**config.mk**
```make
export PLATFORM = sky130hd
export DESIGN_NAME = cmd_tx_flat
export DESIGN_NICKNAME = d
export VERILOG_FILES = /design/src/rtl/cmd_tx_pkg.sv /design/src/rtl/cmd_tx_if.sv /design/src/rtl/cmd_tx_dec.sv /design/src/rtl/cmd_tx.sv /design/src/flat_wrapper.sv
export SDC_FILE = /design/constraint.sdc
export NUM_CORES = 1
export LEC_CHECK = 0
export ABC_AREA = 1
export CORE_MARGIN = 4
export CORE_UTILIZATION = 41
export CTS_BUF_LIST = sky130_fd_sc_hd__clkbuf_16
export DETAILED_ROUTE_END_ITERATION = 16
export HOLD_SLACK_MARGIN = 0.02
export PLACE_DENSITY = 0.66
export RECOVER_POWER = 100
export SLEW_MARGIN = 20
export SYNTH_ARGS = -nofsm -noshare
export SYNTH_HDL_FRONTEND = slang
export SYNTH_HIERARCHICAL = 1
export SYNTH_SLANG_ARGS = --single-unit
```
**constraint.sdc**
```tcl
create_clock -name clk -period 2.1 [get_ports clk]
set_input_delay 0.315 -clock clk [delete_from_list [all_inputs] [get_ports clk]]
set_output_delay 0.315 -clock clk [all_outputs]
set_load 0.02 [all_outputs]
```
**src/rtl/cmd_tx_pkg.sv**
```systemverilog
// Shared types and constants for the cmd_tx ASCII command encoder.
// Covers the command/state enums, ASCII bytes and the decimal power-of-ten table.
package cmd_tx_pkg;

  typedef enum logic [1:0] {
    CT_BIN  = 2'b00,
    CT_FLT  = 2'b01,
    CT_TICK = 2'b10,
    CT_RSV  = 2'b11
  } cmd_type_e;

  typedef enum logic [3:0] {
    S_IDLE, S_CMD, S_SP1, S_ID1, S_ID0, S_SP2, S_IDX, S_SP3, S_VBIN, S_VDEC, S_NL
  } state_e;

  localparam logic [7:0] ASC_SP = 8'h20;
  localparam logic [7:0] ASC_NL = 8'h0A;
  localparam logic [7:0] ASC_0  = 8'h30;
  localparam logic [7:0] ASC_B  = 8'h62;
  localparam logic [7:0] ASC_F  = 8'h66;
  localparam logic [7:0] ASC_T  = 8'h74;

  localparam int DEC_DIGITS = 5;
  localparam logic [15:0] POW10 [DEC_DIGITS] = '{16'd10000, 16'd1000, 16'd100, 16'd10, 16'd1};

  // Position of the most significant non-zero digit; value 0 starts at the units digit.
  function automatic logic [2:0] dec_first_pos(input logic [15:0] v);
    logic [2:0] p;
    p = 3'(DEC_DIGITS - 1);
    for (int i = DEC_DIGITS - 1; i >= 0; i--) begin
      if (v >= POW10[i]) p = 3'(i);
    end
    return p;
  endfunction

endpackage

```
**src/rtl/cmd_tx_if.sv**
```systemverilog
// Command and byte-stream signals of cmd_tx. Both channels are valid/ready: a transfer
// happens on a cycle with valid && ready; the producer holds its payload stable until then.
interface cmd_tx_if;
  logic        cmd_valid;
  logic        cmd_ready;
  logic [1:0]  cmd_type;
  logic [1:0]  cmd_id;
  logic [3:0]  cmd_index;
  logic [63:0] cmd_value;
  logic [7:0]  tx_data;
  logic        tx_valid;
  logic        tx_ready;
  logic        busy;
  logic        err;

  modport master (
    output cmd_valid, cmd_type, cmd_id, cmd_index, cmd_value, tx_ready,
    input  cmd_ready, tx_data, tx_valid, busy, err
  );

  modport slave (
    input  cmd_valid, cmd_type, cmd_id, cmd_index, cmd_value, tx_ready,
    output cmd_ready, tx_data, tx_valid, busy, err
  );
endinterface

```
**src/rtl/cmd_tx_dec.sv**
```systemverilog
// Sequential decimal digit generator: repeated subtraction of powers of ten, MSB digit first,
// no leading zeros. start_i loads a value; each digit is held until digit_ready_i.
module cmd_tx_dec
  import cmd_tx_pkg::*;
(
  input  logic        clk,
  input  logic        rst_n,
  input  logic        start_i,
  input  logic [15:0] value_i,
  output logic        digit_valid_o,
  output logic [3:0]  digit_o,
  output logic        last_o,
  input  logic        digit_ready_i
);

  logic [15:0] rem_q, rem_d;
  logic [2:0]  pos_q, pos_d;
  logic [3:0]  cnt_q, cnt_d;
  logic        run_q, run_d;
  logic        dv_q,  dv_d;

  // Starting at the leading digit keeps every digit within nine subtractions plus one compare.
  always_comb begin
    rem_d = rem_q;
    pos_d = pos_q;
    cnt_d = cnt_q;
    run_d = run_q;
    dv_d  = dv_q;
    if (start_i) begin
      rem_d = value_i;
      pos_d = dec_first_pos(value_i);
      cnt_d = 4'd0;
      run_d = 1'b1;
      dv_d  = 1'b0;
    end else if (dv_q) begin
      if (digit_ready_i) begin
        dv_d  = 1'b0;
        cnt_d = 4'd0;
        if (pos_q == 3'(DEC_DIGITS - 1)) run_d = 1'b0;
        else pos_d = pos_q + 3'd1;
      end
    end else if (run_q) begin
      if (rem_q >= POW10[pos_q]) begin
        rem_d = rem_q - POW10[pos_q];
        cnt_d = cnt_q + 4'd1;
      end else begin
        dv_d = 1'b1;
      end
    end
  end

  always_ff @(posedge clk or negedge rst_n) begin
    if (!rst_n) begin
      rem_q <= 16'd0;
      pos_q <= 3'd0;
      cnt_q <= 4'd0;
      run_q <= 1'b0;
      dv_q  <= 1'b0;
    end else begin
      rem_q <= rem_d;
      pos_q <= pos_d;
      cnt_q <= cnt_d;
      run_q <= run_d;
      dv_q  <= dv_d;
    end
  end

  assign digit_valid_o = dv_q;
  assign digit_o       = cnt_q;
  assign last_o        = (pos_q == 3'(DEC_DIGITS - 1));

endmodule

```
**src/rtl/cmd_tx.sv**
```systemverilog
// cmd_tx: turns one command into an ASCII frame on a byte stream ("b ..", "f ..", "t").
// Define CMD_TX_FLOAT_EN to build the decimal path and accept 'f' commands.
module cmd_tx
  import cmd_tx_pkg::*;
#(
  parameter int BIN_W = 8
) (
  input  logic   clk,
  input  logic   rst_n,
  cmd_tx_if.slave bus,
  output state_e dbg_state_o
);

  localparam logic [5:0] BIT_TOP = 6'(BIN_W - 1);

  state_e      state_q, state_d;
  logic        rdy_q, err_q, err_d;
  logic [5:0]  bit_q, bit_d;
  cmd_type_e   type_q;
  logic [1:0]  id_q;
  logic [3:0]  idx_q;
  logic [63:0] val_q;

  logic        cmd_ready, accept, legal, hs, tx_valid;
  logic [7:0]  tx_data;
  cmd_type_e   in_type;
  logic        dec_valid, dec_last;
  logic [3:0]  dec_digit;

`ifdef CMD_TX_FLOAT_EN
  localparam logic FLT_OK = 1'b1;
  logic dec_start, dec_ready;
  assign dec_start = (state_q == S_SP3) && hs && (type_q == CT_FLT);
  assign dec_ready = (state_q == S_VDEC) && bus.tx_ready;

  cmd_tx_dec u_dec (
    .clk           (clk),
    .rst_n         (rst_n),
    .start_i       (dec_start),
    .value_i       (val_q[15:0]),
    .digit_valid_o (dec_valid),
    .digit_o       (dec_digit),
    .last_o        (dec_last),
    .digit_ready_i (dec_ready)
  );
`else
  localparam logic FLT_OK = 1'b0;
  assign dec_valid = 1'b0;
  assign dec_digit = 4'd0;
  assign dec_last  = 1'b0;
`endif

  // rdy_q keeps cmd_ready low while reset is held and for the cycle it is released in.
  assign cmd_ready = rdy_q && (state_q == S_IDLE);
  assign accept    = bus.cmd_valid && cmd_ready;
  assign in_type   = cmd_type_e'(bus.cmd_type);
  assign legal     = (bus.cmd_index <= 4'd9) &&
                     ((in_type == CT_BIN) || (in_type == CT_TICK) || (FLT_OK && (in_type == CT_FLT)));

  always_comb begin
    state_d  = state_q;
    bit_d    = bit_q;
    err_d    = 1'b0;
    tx_valid = 1'b0;
    tx_data  = 8'h00;
    case (state_q)
      S_CMD: begin
        tx_valid = 1'b1;
        tx_data  = (type_q == CT_BIN) ? ASC_B : (type_q == CT_FLT) ? ASC_F : ASC_T;
      end
      S_SP1, S_SP2, S_SP3: begin tx_valid = 1'b1; tx_data = ASC_SP; end
      S_ID1:  begin tx_valid = 1'b1; tx_data = ASC_0 | {7'd0, id_q[1]}; end
      S_ID0:  begin tx_valid = 1'b1; tx_data = ASC_0 | {7'd0, id_q[0]}; end
      S_IDX:  begin tx_valid = 1'b1; tx_data = ASC_0 + {4'd0, idx_q}; end
      S_VBIN: begin tx_valid = 1'b1; tx_data = ASC_0 | {7'd0, val_q[bit_q]}; end
      S_VDEC: begin tx_valid = dec_valid; tx_data = ASC_0 | {4'd0, dec_digit}; end
      S_NL:   begin tx_valid = 1'b1; tx_data = ASC_NL; end
      default: ;
    endcase
    hs = tx_valid && bus.tx_ready;

    case (state_q)
      S_IDLE: if (accept) begin
        if (legal) state_d = S_CMD;
        else       err_d   = 1'b1;
      end
      S_CMD:  if (hs) state_d = (type_q == CT_TICK) ? S_NL : S_SP1;
      S_SP1:  if (hs) state_d = S_ID1;
      S_ID1:  if (hs) state_d = S_ID0;
      S_ID0:  if (hs) state_d = S_SP2;
      S_SP2:  if (hs) state_d = S_IDX;
      S_IDX:  if (hs) state_d = S_SP3;
      S_SP3:  if (hs) begin
        if (type_q == CT_FLT) state_d = S_VDEC;
        else begin
          state_d = S_VBIN;
          bit_d   = BIT_TOP;
        end
      end
      S_VBIN: if (hs) begin
        if (bit_q == 6'd0) state_d = S_NL;
        else               bit_d   = bit_q - 6'd1;
      end
      S_VDEC: if (hs && dec_last) state_d = S_NL;
      S_NL:   if (hs) state_d = S_IDLE;
      default: state_d = S_IDLE;
    endcase
  end

  always_ff @(posedge clk or negedge rst_n) begin
    if (!rst_n) begin
      state_q <= S_IDLE;
      rdy_q   <= 1'b0;
      err_q   <= 1'b0;
      bit_q   <= 6'd0;
      type_q  <= CT_BIN;
      id_q    <= 2'd0;
      idx_q   <= 4'd0;
      val_q   <= 64'd0;
    end else begin
      state_q <= state_d;
      rdy_q   <= 1'b1;
      err_q   <= err_d;
      bit_q   <= bit_d;
      if (accept) begin
        type_q <= in_type;
        id_q   <= bus.cmd_id;
        idx_q  <= bus.cmd_index;
        val_q  <= bus.cmd_value;
      end
    end
  end

  assign bus.cmd_ready = cmd_ready;
  assign bus.tx_valid  = tx_valid;
  assign bus.tx_data   = tx_data;
  assign bus.busy      = (state_q != S_IDLE);
  assign bus.err       = err_q;
  assign dbg_state_o   = state_q;

endmodule

```
**src/flat_wrapper.sv**
```systemverilog
// flat-port wrapper written by rule: the top's interface ports become plain ports
module cmd_tx_flat import cmd_tx_pkg::*;
#(
  parameter int BIN_W = 8
)
  (clk, rst_n, dbg_state_o, bus_cmd_valid, bus_cmd_type, bus_cmd_id, bus_cmd_index, bus_cmd_value, bus_tx_ready, bus_cmd_ready, bus_tx_data, bus_tx_valid, bus_busy, bus_err);
  cmd_tx_if bus_i ();
  input  logic clk;
  input  logic rst_n;
  output state_e dbg_state_o;
  input wire logic [$bits(bus_i.cmd_valid)-1:0] bus_cmd_valid;
  input wire logic [$bits(bus_i.cmd_type)-1:0] bus_cmd_type;
  input wire logic [$bits(bus_i.cmd_id)-1:0] bus_cmd_id;
  input wire logic [$bits(bus_i.cmd_index)-1:0] bus_cmd_index;
  input wire logic [$bits(bus_i.cmd_value)-1:0] bus_cmd_value;
  input wire logic [$bits(bus_i.tx_ready)-1:0] bus_tx_ready;
  output wire logic [$bits(bus_i.cmd_ready)-1:0] bus_cmd_ready;
  output wire logic [$bits(bus_i.tx_data)-1:0] bus_tx_data;
  output wire logic [$bits(bus_i.tx_valid)-1:0] bus_tx_valid;
  output wire logic [$bits(bus_i.busy)-1:0] bus_busy;
  output wire logic [$bits(bus_i.err)-1:0] bus_err;
  assign bus_i.cmd_valid = bus_cmd_valid;
  assign bus_i.cmd_type = bus_cmd_type;
  assign bus_i.cmd_id = bus_cmd_id;
  assign bus_i.cmd_index = bus_cmd_index;
  assign bus_i.cmd_value = bus_cmd_value;
  assign bus_i.tx_ready = bus_tx_ready;
  assign bus_cmd_ready = bus_i.cmd_ready;
  assign bus_tx_data = bus_i.tx_data;
  assign bus_tx_valid = bus_i.tx_valid;
  assign bus_busy = bus_i.busy;
  assign bus_err = bus_i.err;
  cmd_tx #(.BIN_W(BIN_W)) u_core (.clk(clk), .rst_n(rst_n), .bus(bus_i), .dbg_state_o(dbg_state_o));
endmodule
```
# Word-level counts from Yosys, hierarchy flattened

Cells that the tools add are included.

Output and inout bits: 16
Input port bits: 76
Flip-flop bits (word level): 84
Word-level logic and storage cells: 84

Add/sub/neg operators: 2
Multiplexer cells: 29
Eq/ne operators: 27
Reduce and logical (&&, ||, !) cells: 15
$lt $le $gt $ge: 2
Bitwise operators: 1

Operators with widths:

| cell                  | count |
|---|---|
| $pmux W8 S8           | 1 |
| $mux W4               | 13 |
| $pmux W4 S11          | 1 |
| $mux W6               | 4 |
| $ne A2 B1 Y1 const B  | 12 |
| $eq A4 B3 Y1 const B  | 4 |
| $reduce_and A13 Y1    | 1 |
| $eq A4 B4 Y1 const B  | 3 |
| $pmux W6 S2           | 1 |
| $reduce_or A9 Y1      | 1 |
| $eq A4 B2 Y1 const B  | 2 |
| $mux W8               | 1 |
| $add A6 B4 Y7 const A | 1 |
| $lt A6 B7 Y1 const B  | 1 |
| $bmux W1 S6           | 1 |
| $logic_not A6 Y1      | 1 |
| $mux W1               | 6 |
| $sub A6 B1 Y6 const B | 1 |
| $mux W5               | 1 |
| $reduce_and A5 Y1     | 1 |
| $eq A2 B2 Y1 const B  | 2 |
| $eq A4 B1 Y1 const B  | 1 |
| $le A4 B4 Y1 const B  | 1 |
| $logic_and A1 B1 Y1   | 4 |
| 9 further kinds       | 11 |

# Depth between registers and ports, before layout

Gate-level depths: netlist of run 1.

Depth after elaboration: 6
Depth in mapped cells: 14
Mapped depth without buffers: 12

# Worst setup path before layout of run 1

OpenSTA, ideal clock, no wires.

Path type: register -> output
From: register u_core.state_q[0] (netlist: u_core/dbg_state_o[0])
To: output bus_tx_data[2]
Slack: 0.170 ns
Data required time: 1.785 ns
Path buffers: 1
Arrival time: 1.615 ns
Cell stages (with the launch flop): 8
Path through: dfrtp_1 buf_2 inv_1 nor2_1 inv_1 nor2_1 o21ai_0 nand2_1

Word-level cells in the longest chain between the ends: 3
Elaborated cells on any way between the ends: 12
Classes of those cells: 10 x eq/ne; 1 x mux; 1 x reduce/logical

Ends and longest elaborated chain:

| item                                                | RTL line           | RTL |
|---|---|---|
| start, declared                                     | cmd_tx.sv:16       | `state_e state_q, state_d;` |
| start signal, assigned                              | cmd_tx.sv:121      | `state_q <= state_d;` |
| $eq A4 B2 Y1 / $eq A4 B3 Y1 (equally long branches) | cmd_tx.sv:66       | `case (state_q)` |
| $reduce_or A3 Y1                                    | --                 |  |
| $pmux W8 S8 *                                       | cmd_tx.sv:66       |  |
| end, declared                                       | flat_wrapper.sv:18 | `output wire logic [$bits(bus_i.tx_data)-1:0] bus_tx_data;` |

Mark *: on every way between the ends. The rest lies on a longest branch, timed or not.

# Final worst setup path of run 1

From: register u_core.bit_q[0]
To: output bus_tx_data[0]

Word-level cells in the longest chain between the ends: 3

Ends and longest elaborated chain:

| item                          | RTL line      | RTL |
|---|---|---|
| start, declared               | cmd_tx.sv:18  | `logic [5:0] bit_q, bit_d;` |
| start signal, assigned        | cmd_tx.sv:124 | `bit_q <= bit_d;` |
| $bmux W1 S6                   | cmd_tx.sv:75  | `S_VBIN: begin tx_valid = 1'b1; tx_data = ASC_0 \| {7'd0, val_q[bit_q]}; end` |
| $mux W1 (not written as such) | cmd_tx.sv:75  |  |
| $pmux W8 S8                   | cmd_tx.sv:66  |  |

No other way between the ends. The select of a mux whose other input is x is not followed.

==> flow_metrics.py, run 1 <==
metrics = {
    "worst_setup_path": {
        "worstPathRequired_ns": 1.78,
        "end_kind": "output port",
        "path_max_fanout": 6,
        "cp.arrival_ns": 1.98,
        "worstSetupStartpointType": "flop",
        "critical_path_class": "reg2out",
        "r2r_slack_ns": 0.04,
    },
    "layout": {
        "drive_gt1_frac": 0.192,
        "diodes": 0,
        "fin_area_sq_um": 6010,
        "area_growth_pct": 37.2,
        "layout.nets": 704,
        "nFillCells": 932,
    },
    "clocking": {
        "htreeDepth": 3,
        "cts.path.max_buffers": 2,
        "clk_pin_slew_ns": 0.06,
        "cts_tree": "built",
        "cts_buffers": 9,
        "clkSinkCount": 84,
        "cts-root-buf": "clkbuf_16",
        "clk_latency_ns": 0.33,
        "cts_setup_buffers": 0,
    },
    "placement": {
        "routabilityCongestion": 0.872,
        "port_buffers": 90,
        "placed_cell_area_sq_um": 5610,
        "dp_hpwl_um": 7810,
        "place_ws_ns": -0.233,
    },
    "synthesis": {
        "synth_cell_types": 32,
        "ys_seq_elements": 84,
        "synth_area_per_cell_sq_um": 8.52,
        "syn_area_sq_um": 4380,
        "syn-num-nets": 592,
        "synth_warnings": 6,
        "synth_seq_area_share": 0.480,
        "syn_inst": 514,
    },
    "global_routing": {
        "grt_pass1_vias": 3910,
        "globalRouteTotalUtil": 0.174,
        "grt_pass1_wl_um": 18000,
        "grt_max_degree": 64,
        "antenna_found_initial": 0,
        "gr-total-overflow": 0,
    },
    "route": {
        "drt-initial-drc-count": 179,
        "first_pass_iters": 6,
        "detail-route-antenna-nets": 0,
        "vias": 3782,
        "avgViaCountPerCell": 4.93,
        "wl_um": 11100,
        "wl_per_cell_um": 14.5,
        "drc": 0,
    },
    "power": {
        "p_leak_nw": 2.95,
        "irDropWorstVdd_v": 0.000608,
        "pwr-share-seq": 0.318,
        "p_sw_mw": 3.48,
        "swShare": 0.392,
        "pwr-share-clk": 0.175,
        "p_per_area_nw_per_um2": 1480,
        "comb_power_share": 0.507,
        "p_total_mw": 8.88,
        "p_int_mw": 5.40,
    },
    "timing": {
        "report.final.slew_viol_count": 0,
        "rsz0062_at_grt": "yes",
        "max-slew-margin-rel": 0.254,
        "finalClockSkew_ns": 0.00937,
        "setup_viol": 3,
        "tightest_slew_ns": 1.12,
        "layout_setup_ws_ns": -0.192,
        "whs_ns": 0.508,
        "fmaxAchievable_mhz": 436,
        "hold_violations": 0,
        "fin_crit_sh": 1.09,
        "period_minus_slack_ns": 2.29,
    },
    "floorplanning": {
        "dieArea_sq_um": 12400,
        "die_h_um": 111,
        "num_rows": 37,
        "start_util": 0.422,
        "die_w_um": 111,
        "io_pins": 92,
        "core_sq_um": 10400,
    },
    "run_status": {
        "violations": "negative setup slack",
        "status": "complete, but fails checks",
    },
    "worst_hold_path": {
        "hold_path.class": "reg2reg",
    },
    "run": {
        "maxCapViolCount": 0,
    },
}
per-stage QoR:
step,std cells,TNS [ns],utilization
floorplan,514,0,-
global placement,747,-0.209,0.541
detailed placement,747,-0.233,0.541
CTS,764,-0.249,0.571
global route,767,-13.53,0.579
finish,767,-0.222,0.579
power by group through the flow:
stage | Sequential (mW) | Clock [mW] | Combinational (mW)
2_1_floorplan | 2.70 | 0 | 2.81
3_3_place_gp | 2.79 | 0 | 4.16
3_5_place_dp | 2.81 | 0 | 4.26
4_1_cts | 2.79 | 1.57 | 4.24
5_1_grt | 2.91 | 1.64 | 4.97
6_report | 2.83 | 1.55 | 4.50
cells by family (layout without fill, tap and decap cells):
kind of cell               Yosys count  in the layout  share of synthesized area
buffers and inverters               80            197                     0.0840
DFF                                 84             84                      0.480
AOI/OAI and AO/OA                   76             76                     0.0917
other                                2              2                    0.00171
muxes                               36             36                      0.113
adders and majority gates            2              2                    0.00571
and+or+nand+nor                    230            230                      0.216
xor gates and xnor gates             4              4                    0.00800
flip-flops by register name, summed over array words and instances (netlist names):
| name | flops |
|---|---|
| u_core/rdy_q | 1 |
| u_core/val_q | 64 |
| u_core/bus.err | 1 |
| u_core/dbg_state_o | 4 |
| u_core/idx_q | 4 |
| u_core/bit_q | 6 |
| u_core/type_q | 2 |
| u_core/id_q | 2 |
area by class of cell:
class	instances	area [sq um]	share of cell area
sequential	84	2100	0.350
multi-input combinational	350	1980	0.330
timing repair buffer	127	1250	0.209
clock buffer	9	225	0.0375
inverter	54	205	0.0342
tap	136	170	0.0283
clock inverter	7	66.3	0.0110
placed cells by master, fill, tap and decap left out, types with 2 or more instances in the layout:
master,instances
nor2_1,89
nand2_1,84
dfrtp_1,83
clkdlybuf4s50_1,74
inv_1,51
a21oi_1,42
nand3_1,28
buf_4,24
mux2_4,24
o21ai_0,13
clkbuf_16,12
o21ai_1,12
mux2_2,12
nand2_2,10
dlygate4sd3_1,6
nor2_2,6
dlygate4sd2_1,5
nand3_2,5
inv_2,4
xor2_1,4
buf_6,3
o31ai_1,3
buf_12,3
inv_6,2
clkbuf_1,2
clkbuf_2,2
nor2_4,2
nand2_4,2
ha_1,2
conb_1,2
clkbuf_4,2
timing repair:
action                                 4_1_cts  5_1_grt
gates resized for setup                     15       34
endpoints found under the hold margin       21        0
cloned                                       0        3
hold buffers                                 1        0
pin swaps                                    0       11
setup endpoints to repair                    9        7
worst paths after layout:
| path | from | end | depth (start not counted) |
|---|---|---|---|
| min in group asynchronous | rst_n | u_core/val_q[42]$_DFFE_PN0P_ | 2 |
| max in group asynchronous | rst_n | u_core/bit_q[0]$_DFFE_PN0P_ | 3 |
| max | u_core/bit_q[0]$_DFFE_PN0P_ | bus_tx_data[0] | 14 |
| min reg2reg | u_core/val_q[25]$_DFFE_PN0P_ | u_core/val_q[25]$_DFFE_PN0P_ | 1 |
| min | u_core/val_q[25]$_DFFE_PN0P_ | u_core/val_q[25]$_DFFE_PN0P_ | 1 |
| max reg2reg | u_core/dbg_state_o[1]$_DFFE_PN0P_ | u_core/val_q[54]$_DFFE_PN0P_ | 7 |
critical path: stages, from the launching register on:
cell and delay, ns:
dfrtp_2 0.50, inv_4 0.14, buf_12 0.13, nand2_2 0.05, nand3_2 0.06, nand2_2 0.06
nand2_1 0.06, nand2_1 0.07, nor2_2 0.14, nand2_1 0.08, nand3_2 0.07, nand2_2 0.06
nand2_2 0.06, nand2_2 0.05, buf_6 0.13
routing by layer:
layer	global-route usage	vias to the layer above	part of all wire
li1	-	1859	-
met1	0.221	1795	0.44
met2	0.305	110	0.50
met3	0.0315	18	0.048
met4	0.0511	0	0.016
met5	0	-	0
synth_stat cells:
cell type,n,area share
a21oi_1,43,0.049
a22o_1,1,0.0020
a31oi_1,1,0.0014
buf_1,1,0.00086
buf_2,12,0.014
buf_4,2,0.0034
buf_6,6,0.015
clkbuf_1,5,0.0043
conb_1,2,0.0017
dfrtp_1,84,0.48
ha_1,2,0.0057
inv_1,49,0.042
inv_2,5,0.0043
mux2_2,12,0.031
mux2_4,24,0.082
nand2_1,91,0.078
nand2_2,5,0.0071
nand3_1,33,0.038
nand4_1,1,0.0014
nor2_1,94,0.081
nor2_2,1,0.0014
nor2_4,2,0.0051
nor3_1,1,0.0011
nor3b_1,1,0.0017
nor4_1,1,0.0014
o21a_1,1,0.0017
o21ai_0,14,0.016
o21ai_1,11,0.013
o21bai_1,1,0.0017
o31ai_1,3,0.0051
o41ai_1,1,0.0020
xor2_1,4,0.0080
No activity file was read; power rests on OpenSTA's default activity.
==> inputs of run 2 (changes only) <==
Settings changed: CORE_MARGIN 4 to 2, REMOVE_ABC_BUFFERS set to 1.
==> run 2 against run 1 <==
- the flow still finishes with violations (negative setup slack)
- register-to-register slack worse by 0.10 ns
- clock power up 23%
- highest routed layer unchanged
- first-iteration DRC count grew 32%
- critical path type unchanged
- clock skew rose by 0.00061 ns
- utilization is 0.99 points higher
- maximum frequency up 0.28%
- global-route usage grew 1.3 points
==> flow_metrics.py, run 2 (synthesis gave the netlist of run 1 again) <==
metrics = {
    "power": {
        "swShare": 0.374,
        "p_int_mw": 5.74,
        "pwr-share-seq": 0.306,
        "p_sw_mw": 3.44,
        "p_per_area_nw_per_um2": 1500,
        "p_leak_nw": 2.97,
        "irDropWorstVdd_v": 0.000706,
        "pwr-share-clk": 0.209,
        "p_total_mw": 9.18,
        "comb_power_share": 0.486,
    },
    "route": {
        "wl_per_cell_um": 13.6,
        "drt-initial-drc-count": 237,
        "detail-route-antenna-nets": 0,
        "first_pass_iters": 5,
        "drc": 0,
        "avgViaCountPerCell": 4.85,
        "wl_um": 10500,
        "vias": 3748,
    },
    "placement": {
        "routabilityCongestion": 0.908,
        "place_ws_ns": -0.222,
        "dp_hpwl_um": 7660,
        "dp_cells": 749,
        "port_buffers": 90,
    },
    "clocking": {
        "clkSinkCount": 84,
        "cts.path.max_buffers": 2,
        "clk_pin_slew_ns": 0.06,
        "cts_buffers": 9,
        "cts-root-buf": "clkbuf_16",
        "clk_latency_ns": 0.34,
        "cts_tree": "built",
        "htreeDepth": 3,
    },
    "global_routing": {
        "antenna_found_initial": 0,
        "grt_pass1_wl_um": 17300,
        "globalRouteTotalUtil": 0.187,
        "grt_max_degree": 52,
        "gr-total-overflow": 0,
        "grt_pass1_vias": 3814,
    },
    "layout": {
        "area_growth_pct": 39.5,
        "largest_reg_flops": 64,
        "regMostFlops": "u_core/val_q",
        "fin_cells": 773,
        "final_cell_mix": "89 x nand2_1, 87 x nor2_1, 82 x dfrtp_1",
        "layout.nets": 710,
        "diodes": 0,
        "drive_gt1_frac": 0.199,
        "final_common_cell": "nand2_1",
        "largestRegisters": "u_core/val_q: 64 flops, u_core/bit_q: 6 flops",
    },
    "floorplanning": {
        "die_h_um": 107,
        "io_pins": 92,
        "num_rows": 37,
        "dieArea_sq_um": 11500,
        "start_util": 0.422,
        "die_w_um": 107,
        "core_sq_um": 10400,
    },
    "worst_setup_path": {
        "cp_slowest_cell": "dfrtp_2",
        "path_cells": "inv_4 -> buf_12 -> buf_6 -> buf_4 -> nand2_1 -> nand3_1 -> nand3_1 -> nand3_1 -> nand2_1 -> nand3_2 -> nand2_2 -> nand2_1 -> nand2_1 -> buf_6",
        "path_delay_family": "simple AND/OR/NAND/NOR gates",
        "worstSetupStartpointType": "flop",
        "cp.arrival_ns": 1.97,
        "path_max_fanout": 6,
        "cpMostUsedCell": "nand2_1",
        "critical_path_class": "reg2out",
        "worstPathRequired_ns": 1.78,
        "slowest_delay_ns": 0.48,
        "end_kind": "output port",
        "timing.critical_path.buf_inv": 5,
    },
    "worst_hold_path": {
        "hold_path.class": "reg2reg",
    },
    "run_status": {
        "status": "complete, but fails checks",
        "violations": "negative setup slack",
    },
    "timing": {
        "setup_viol": 26,
        "finalClockSkew_ns": 0.00998,
        "layout_setup_ws_ns": -0.186,
        "fmaxAchievable_mhz": 438,
        "whs_ns": 0.501,
        "rsz0062_at_grt": "yes",
        "report.final.slew_viol_count": 0,
        "tightest_slew_ns": 1.34,
        "fin_crit_sh": 1.09,
        "setup_tns_ns": -0.778,
        "max-slew-margin-rel": 0.107,
        "hold_violations": 0,
        "period_minus_slack_ns": 2.29,
    },
    "run": {
        "maxCapViolCount": 0,
    },
}
[run 2: cell count changes in the layout (fill, tap and decap cells not counted), sizes merged, moves of 2 or more]
cell	delta
buf	+12
clkbuf	-5
inv	-4
bufinv	+3
dlygate4sd2	-2
[run 2: per-layer routing]
| layer | GRT usage | routed length [um] | vias to the layer above |
|---|---|---|---|
| met1 | 0.247 | 4820 | 1774 |
| met2 | 0.306 | 4990 | 83 |
| met3 | 0.0315 | 482 | 17 |
| li1 | - | - | 1874 |
| met5 | 0 | 0 | - |
| met4 | 0.0769 | 186 | 0 |
[run 2: layout make-up]
cell class,count,area [sq um]
fill,932,4260
sequential,84,2100
multi-input combinational,350,1980
timing repair buffer,133,1290
clock buffer,9,225
inverter,54,205
tap,136,170
clock inverter,7,139
[run 2: worst register-to-register path, cell delays in order (launching register included)]
cell,delay (ns)
dfrtp_1,0.41
buf_4,0.15
nor2_1,0.19
buf_4,0.16
nand2_2,0.09
nor2_1,0.25
nand2_4,0.20
buf_8,0.26
mux2_4,0.35
[run 2: what timing repair did]
| action | CTS | global route |
|---|---|---|
| setup buffers | 0 | 6 |
| hold buffers | 1 | 0 |
| gates resized for setup | 26 | 48 |
| hold endpoints to repair | 22 | 0 |
| setup endpoints to repair | 10 | 10 |
| cloned | 0 | 1 |
| pin swaps | 0 | 17 |
[run 2: worst paths after layout]
check | from | end | slack, ns | depth (start not counted)
max | u_core/bit_q[0]$_DFFE_PN0P_ | bus_tx_data[0] | -0.19 | 14
min | u_core/id_q[0]$_DFFE_PN0P_ | u_core/id_q[0]$_DFFE_PN0P_ | 0.50 | 1
max reg2reg | u_core/dbg_state_o[3]$_DFFE_PN0P_ | u_core/val_q[2]$_DFFE_PN0P_ | -0.06 | 8
min reg2reg | u_core/id_q[0]$_DFFE_PN0P_ | u_core/id_q[0]$_DFFE_PN0P_ | 0.50 | 1
max in group asynchronous | rst_n | u_core/bit_q[0]$_DFFE_PN0P_ | 0.23 | 3
min in group asynchronous | rst_n | u_core/val_q[19]$_DFFE_PN0P_ | 0.80 | 2
[run 2: power groups by stage]
stage                     sequential (mW)  clock (mW)  combinational [mW]
final                                2.81        1.91                4.46
after global placement               2.78           0                4.11
after CTS                            2.78        1.95                4.20
after floorplan                      2.84           0                2.53
after global routing                 2.90        2.01                4.95
after detailed placement             2.80           0                4.20
[run 2: stage by stage]
stage / utilization / cell area, sq um
after detailed placement: 0.540 / 5600
final: 0.589 / 6110
after global routing: 0.589 / 6110
after global placement: 0.540 / 5600
after floorplan: - / 4210
after CTS: 0.577 / 5990
==> inputs of run 3 (changes only) <==
Settings changed: REMOVE_ABC_BUFFERS 1 to unset.
==> run 3 against run 2 <==
- the run still ends with negative setup slack left
- via count shrank 0.24%
- final cell count shrank 0.39%
- first-iteration DRC count shrank 35%
- die area is the same
- maximum frequency grew 0.41%
- register-to-register slack lost 0.07 ns
- sequential cell count is the same
- clock skew shrank 0.0056 ns
- count of clock-buffer cells in the layout is the same
- critical path type unchanged
- largest cell class unchanged
- largest power group unchanged
==> flow_metrics.py, run 3 (synthesis gave the netlist of run 1 again) <==
metrics = {
    "global_routing": {
        "globalRouteTotalUtil": 0.194,
        "grt_pass1_vias": 3690,
        "grt_pass1_wl_um": 17600,
        "grt_max_degree": 57,
        "gr-total-overflow": 0,
        "antenna_found_initial": 0,
    },
    "floorplanning": {
        "core_sq_um": 10400,
        "num_rows": 37,
        "io_pins": 92,
        "die_w_um": 107,
        "dieArea_sq_um": 11500,
        "start_util": 0.422,
        "die_h_um": 107,
    },
    "clocking": {
        "cts-root-buf": "clkbuf_16",
        "cts.path.max_buffers": 2,
        "clk_latency_ns": 0.33,
        "cts_tree": "built",
        "htreeDepth": 3,
        "clkSinkCount": 84,
        "clk_pin_slew_ns": 0.06,
        "cts_buffers": 9,
    },
    "layout": {
        "multi_input_area_sq_um": 1980,
        "largestRegisters": "u_core/val_q: 64 flops, u_core/bit_q: 6 flops",
        "nFillCells": 960,
        "largest_reg_flops": 64,
        "fin_cells": 770,
        "layout.nets": 707,
        "area_growth_pct": 37.7,
        "seq_area_sq_um": 2100,
        "final_cell_mix": "91 x nand2_1, 83 x dfrtp_1, 81 x nor2_1",
        "final_common_cell": "nand2_1",
        "diodes": 0,
        "finish.utilization": 0.581,
        "regMostFlops": "u_core/val_q",
        "drive_gt1_frac": 0.205,
    },
    "timing": {
        "report.final.slew_viol_count": 0,
        "max-slew-margin-rel": 0.530,
        "whs_ns": 0.510,
        "hold_violations": 0,
        "setup_tns_ns": -1.20,
        "finalClockSkew_ns": 0.00437,
        "tightest_slew_ns": 0.706,
        "layout_setup_ws_ns": -0.176,
        "setup_viol": 23,
        "fin_crit_sh": 1.08,
        "fmaxAchievable_mhz": 439,
        "period_minus_slack_ns": 2.28,
        "rsz0062_at_grt": "yes",
    },
    "worst_setup_path": {
        "cp.arrival_ns": 1.96,
        "slowest_delay_ns": 0.47,
        "cpMostUsedCell": "nand2_1",
        "worstSetupStartpointType": "flop",
        "worstPathRequired_ns": 1.78,
        "path_max_fanout": 11,
        "critical_path_class": "reg2out",
        "cp_slowest_cell": "dfrtp_2",
        "end_kind": "output port",
        "path_cells": "buf_6 -> clkbuf_16 -> nand2_1 -> nand3_1 -> nand2_1 -> nand2_1 -> nand2_1 -> nor2_1 -> nand2_1 -> nand3_1 -> nand2_1 -> nand2_1 -> nand2_1 -> buf_6",
    },
    "route": {
        "wl_per_cell_um": 14.1,
        "detail-route-antenna-nets": 0,
        "drt-initial-drc-count": 153,
        "avgViaCountPerCell": 4.86,
        "drc": 0,
        "vias": 3739,
        "first_pass_iters": 4,
        "wl_um": 10800,
    },
    "placement": {
        "dp_hpwl_um": 7450,
        "port_buffers": 90,
        "routabilityCongestion": 0.848,
        "dp_cells": 747,
    },
    "run": {
        "maxCapViolCount": 0,
    },
    "run_status": {
        "status": "complete, but fails checks",
        "violations": "negative setup slack",
    },
    "worst_hold_path": {
        "hold_path.class": "reg2reg",
    },
    "power": {
        "p_per_area_nw_per_um2": 1490,
        "p_total_mw": 9.01,
        "irDropWorstVdd_v": 0.000562,
        "p_leak_nw": 2.95,
    },
}
run 3: critical path, delay by kind of cell, from the launching register on:
| family | cells | cell delay (ns) |
|---|---|---|
| and+or+nand+nor | 11 | 0.74 |
| DFF | 1 | 0.47 |
| buffers and inverters | 3 | 0.42 |
run 3: what timing repair did:
| item | 4_1_cts | 5_1_grt |
|---|---|---|
| pin swaps | 0 | 8 |
| resized for setup | 21 | 43 |
| setup buffers | 0 | 3 |
| hold endpoints to repair | 28 | 0 |
| cloned | 1 | 2 |
| hold buffers | 1 | 0 |
| endpoints found under the setup margin | 9 | 9 |
run 3: layer usage:
| layer | part of all wire | GRT usage | up-vias | wire length [um] |
|---|---|---|---|---|
| met4 | 0.013 | 0.0696 | 0 | 136 |
| met1 | 0.47 | 0.266 | 1778 | 5110 |
| met5 | 0 | 0 | - | 0 |
| met2 | 0.48 | 0.312 | 80 | 5190 |
| met3 | 0.037 | 0.0309 | 12 | 399 |
| li1 | - | - | 1869 | - |
run 3: path summary, 6_finish.rpt:
check	cells after the start	start	end	slack [ns]
max reg2reg	7	u_core/dbg_state_o[1]$_DFFE_PN0P_	u_core/val_q[8]$_DFFE_PN0P_	-0.13
max in group asynchronous	3	rst_n	u_core/bit_q[0]$_DFFE_PN0P_	0.33
min	1	u_core/val_q[29]$_DFFE_PN0P_	u_core/val_q[29]$_DFFE_PN0P_	0.51
min reg2reg	1	u_core/val_q[29]$_DFFE_PN0P_	u_core/val_q[29]$_DFFE_PN0P_	0.51
max	14	u_core/bit_q[0]$_DFFE_PN0P_	bus_tx_data[0]	-0.18
min in group asynchronous	2	rst_n	u_core/val_q[46]$_DFFE_PN0P_	0.56
run 3: cell type report:
| cell class | instances | area share |
|---|---|---|
| flip-flops and latches | 84 | 0.349 |
| multi-input cells | 350 | 0.328 |
| clock buffers | 9 | 0.0374 |
| clock inverters | 7 | 0.0154 |
| well taps | 136 | 0.0282 |
| inverters | 54 | 0.0340 |
| repair buffers | 130 | 0.208 |
run 3: per-stage QoR:
stage | cell area [sq um] | setup WS, ns
after detailed placement | 5600 | -0.246
after global routing | 6030 | -0.351
after floorplan | 4380 | 0.170
after CTS | 5970 | -0.170
final | 6030 | -0.176
after global placement | 5600 | -0.222
run 3: report_power, final:
| part | total, mW | internal [mW] | switching [mW] | leakage (nW) |
|---|---|---|---|---|
| registers | 2.82 | 2.38 | 0.443 | 0.969 |
| logic | 4.51 | 2.11 | 2.41 | 1.83 |
| clock network | 1.67 | 1.04 | 0.635 | 0.154 |
| total | 9.01 | 5.52 | 3.49 | 2.95 |
